==> src/rtl/instr_fetch.sv <==
// Instruction-fetch stage with IF/ID pipeline register.
// Holds the PC, drives a synchronous-read instruction memory with one cycle
// of read latency, and absorbs stall and branch-redirect requests. The
// registered instruction and its decoded fields go to decode.
//
// Handshake: there is no ready/valid pair here. if_valid marks the cycles in
// which the IF/ID register holds a real instruction. stall holds the whole
// stage. redirect wins over stall and flushes both the in-flight fetch and
// the IF/ID register.
module instr_fetch #(
    parameter int              PC_W     = 32,
    parameter int              PC_INC   = 1,
    parameter logic [PC_W-1:0] RESET_PC = '0
) (
    input  logic            clk,
    input  logic            rst_n,
    input  logic            stall,
    input  logic            redirect,
    input  logic [PC_W-1:0] redirect_pc,
    output logic [PC_W-1:0] imem_addr,
    input  logic [31:0]     imem_rdata,
    output logic            if_valid,
    output logic [PC_W-1:0] if_pc,
    output logic [31:0]     if_instr,
    output logic [3:0]      if_opcode,
    output logic [5:0]      if_rd,
    output logic [5:0]      if_rs,
    output logic [5:0]      if_rt
);

    // pc is the next address to issue. fetch_pc is the address whose data
    // is on imem_rdata. fetch_vld says whether that data is meaningful.
    logic [PC_W-1:0] pc;
    logic [PC_W-1:0] fetch_pc;
    logic            fetch_vld;

    // During a stall the memory re-reads the held fetch so that imem_rdata
    // stays valid. With no fetch in flight it simply keeps reading pc.
    always_comb begin
        imem_addr = pc;
        if (stall && fetch_vld) begin
            imem_addr = fetch_pc;
        end
    end

    // PC, fetch tracking and the IF/ID register. Priority: redirect > stall > advance.
    always_ff @(posedge clk or negedge rst_n) begin
        if (!rst_n) begin
            pc        <= RESET_PC;
            fetch_pc  <= '0;
            fetch_vld <= 1'b0;
            if_valid  <= 1'b0;
            if_pc     <= '0;
            if_instr  <= '0;
        end else if (redirect) begin
            // if_pc and if_instr keep their old values; they are ignored while if_valid is low.
            pc        <= redirect_pc;
            fetch_vld <= 1'b0;
            if_valid  <= 1'b0;
        end else if (!stall) begin
            pc        <= pc + PC_W'(PC_INC);
            fetch_pc  <= pc;
            fetch_vld <= 1'b1;
            if_valid  <= fetch_vld;
            if_pc     <= fetch_pc;
            if_instr  <= imem_rdata;
        end
    end

    // Decoded fields are plain slices of the registered instruction.
    always_comb begin
        if_opcode = if_instr[31:28];
        if_rd     = if_instr[27:22];
        if_rs     = if_instr[21:16];
        if_rt     = if_instr[15:10];
    end

endmodule

==> config.mk <==
export PLATFORM = sky130hd
export DESIGN_NAME = instr_fetch
export DESIGN_NICKNAME = d
export VERILOG_FILES = /design/src/rtl/instr_fetch.sv
export SDC_FILE = /design/constraint.sdc
export NUM_CORES = 1
export LEC_CHECK = 0
export BUFFER_PORTS_ARGS = -buffer_cell sky130_fd_sc_hd__buf_2
export CORE_MARGIN = 3
export CORE_UTILIZATION = 48
export CTS_BUF_LIST = sky130_fd_sc_hd__clkbuf_4
export CTS_CLUSTER_DIAMETER = 120
export DETAILED_ROUTE_END_ITERATION = 10
export PLACE_DENSITY = 0.78
export SLEW_MARGIN = 20
export SYNTH_ARGS = -nofsm -noshare
export SYNTH_HDL_FRONTEND = slang
export SYNTH_SLANG_ARGS = --single-unit
export TNS_END_PERCENT = 10
==> constraint.sdc <==
create_clock -name clk -period 1.9 [get_ports clk]
set_input_delay 0.095 -clock clk [delete_from_list [all_inputs] [get_ports clk]]
set_output_delay 0.095 -clock clk [all_outputs]
set_load 0.02 [all_outputs]
==> summary.txt <==
Tightest Pin Transition: 583 ps
Ys async rst share: 100%
Crit start category: flop
Headroom to the max-slew limit: 61.2%
Fmax: 0.529 GHz
IO Port Bufs: 186
Met2 WL post-DR: 8.24 mm
Pre-CTS WS: -117 ps
Area contributors post-synth: dfrtp_1 53%, mux2_2 24%, buf_4 2.7%, nand2_1 2.2%, o21ai_0 1.5%
Vias in the first global route: 5195
Final setup margin: 10.6 ps
Final min period: 1890 ps
CTS tree: built
Required time worst endpoint: 2350 ps
Leakage: 0.00381 uW
Number of enable flip-flop cells after synthesis: 0
Commonest cells in the netlist: 130 x dfrtp_1, 128 x mux2_2, 35 x nand2_1
Top-count cell post-synth: dfrtp_1
Post-synthesis sequential area ratio: 53.3%
TritonCTS buffer count: 17
Area occupied by multi-input gates: 0.00260 sq mm
Synth cell types: 45
Hold crit path type: in -> async
Post-DR wirelength/cell: 16.9 microns
Hold Vio Cnt, Final: 0
Initial Util: 50.0%
Avg Inst Size Synth: 12.3 sq um
Top routing layer in use: met4
Die X: 119 microns
Initial antenna violation count: 1
Full die area: 0.0141 sq mm
Final Skew: 11.4 ps
DRC: 0
Total power: 7520 uW
Clk pin slew, worst setup/hold paths: 110 ps
Cell Area, Synth: 0.00610 sq mm
Via-to-Cell Ratio: 5.29
Run status: complete, no violations
Tcrit/Tclk final: 99.4%
Fill cell count: 926
Synth warnings: 0
First-pass GRT wire length: 25.9 mm
Total congestion overflow: 0
Antenna-violating nets left: 0
Post-synthesis net count: 565
Hold slack: 99.4 ps
Area delta synth->final: 37.2%
Final setup viols: 0
Via count: 5007
Clk sinks: 130
Top cell type by total area after synthesis: dfrtp_1
Clk buf depth: 2
Worst VDD drop: 0.000590 V
Most used DFF post-synth: dfrtp_1
GRT Util Overall: 22.8%
Critical path arrival: 2340 ps
Layout cells sized above 1: 50.8%
Setup crit end kind: flop
CP max FO: 10
Row cnt: 40
CORE AREA: 0.0122 sq mm
CTS Root Buffer Type: clkbuf_4
Power density over the cells: 898 mW/mm^2
Register Area: 0.00325 sq mm
Max Cap Viol: 0
Synth top area share: 53.3%
Met3 wire len: 1.01 mm
CP Class: reg -> reg
Wire length on met1: 6.60 mm
Largest net degree at the start of global routing: 61
Worst r2r path cells: 4
Pre-antenna DRT Iters: 4
RSZ-0062 raised after global routing: yes
Routed wire length: 16.0 mm
I/O pins: 187
Mapped Cells: 496
Die height: 119 microns
Final Max Tran Viols: 0
R2r setup slk: 10 ps
Nets@finish: 833
Clock Latency Late Sink: 530 ps
GPL Wtd Cong: 0.862
Maximum level of the CTS H-tree: 4
1st-iter DRT viols: 205
Register bit total from synthesis: 130
Hpwl dp: 10.7 mm
[logic make-up after synthesis]
family,count (synthesis),synth area share [%]
AO/OA/AOI/OAI,49,5.25
adder cells (fa/ha/maj),1,0.205
multiplexers,130,23.9
XOR/XNOR,13,1.87
flip-flops,130,53.3
AND/OR/NAND/NOR,119,10.7
buffers and inverters,54,4.78
[area by class of cell]
cell class | count | area share, %
Antenna cell | 1 | 0.0299
Inverter | 4 | 0.179
Multi-Input combinational cell | 312 | 31.1
Clock inverter | 11 | 0.837
Timing Repair Buffer | 299 | 24.6
Sequential cell | 130 | 38.8
Tap cell | 168 | 2.51
Clock buffer | 21 | 1.88
[sequential cells by signal, indices dropped and copies added (netlist names)]
| name | cells |
|---|---|
| if_instr | 32 |
| fetch_pc | 32 |
| if_pc | 32 |
| if_valid | 1 |
| pc | 32 |
| fetch_vld | 1 |
[power by group]
part	internal [uW]	switching [uW]	leakage (uW)
Sequential	3250	327	0.00154
Combinational	1070	1250	0.00214
Clock	668	945	0.000131
[worst max-delay path, cell delays in order, from the launching register on]
cell and delay (ps):
dfrtp_1 370, nand3_1 100, or4_4 600, or4_1 520
a31oi_1 210
[routing by layer]
| layer | up-vias | track usage [%] |
|---|---|---|
| met2 | 178 | 40.1 |
| li1 | 2345 | - |
| met5 | - | 0 |
| met3 | 11 | 6.32 |
| met1 | 2473 | 27.6 |
| met4 | 0 | 5.87 |
[cells in the final DEF (no fill, tap or decap), types with 4 or more instances in the layout]
| master | synthesis | routed |
|---|---|---|
| or4_1 | 10 | 9 |
| nand3_1 | 11 | 10 |
| o31ai_1 | 6 | 6 |
| dfrtp_1 | 130 | 130 |
| clkbuf_4 | 0 | 21 |
| inv_1 | 4 | 4 |
| or3_1 | 6 | 6 |
| xnor2_1 | 7 | 7 |
| o211ai_1 | 7 | 7 |
| clkinv_1 | 0 | 8 |
| dlygate4sd3_1 | 0 | 69 |
| xor2_1 | 6 | 6 |
| buf_4 | 22 | 46 |
| and4_1 | 4 | 4 |
| or2_2 | 4 | 4 |
| o21ai_0 | 18 | 17 |
| buf_12 | 0 | 4 |
| nand4_1 | 12 | 12 |
| buf_2 | 5 | 175 |
| nor3_1 | 4 | 4 |
| nor2_1 | 13 | 12 |
| a31oi_1 | 9 | 9 |
| mux2_4 | 0 | 4 |
| buf_6 | 0 | 4 |
| mux2_2 | 128 | 124 |
| nand2_1 | 35 | 34 |
[final timing paths]
kind                                  from           end
setup / recovery                    pc[18]        pc[28]
hold / removal                       rst_n  if_instr[17]
setup reg to reg                    pc[18]        pc[28]
hold reg to reg                if_instr[3]   if_instr[3]
max in group asynchronous            rst_n     if_pc[12]
min in group clk           redirect_pc[13]        pc[13]
[what timing repair did]
item | in CTS | in global routing
hold buffers | 69 | 0
gates cloned | 1 | 0
setup buffers | 2 | 2
hold endpoints to repair | 179 | 0
resized for setup | 5 | 20
pin swaps | 1 | 7
endpoints found under the setup margin | 37 | 42
[through the flow]
stage,setup TNS (ps),util (%),cells,instance area (sq um)
after detailed placement,-202,60.0,839,7330
after CTS,-76.7,68.0,943,8300
after global placement,0,60.0,839,7330
final,0,68.6,946,8380
after floorplan,-2.77,-,496,6110
after global routing,-1600,68.6,946,8380
(Power assumes the default switching activity.)
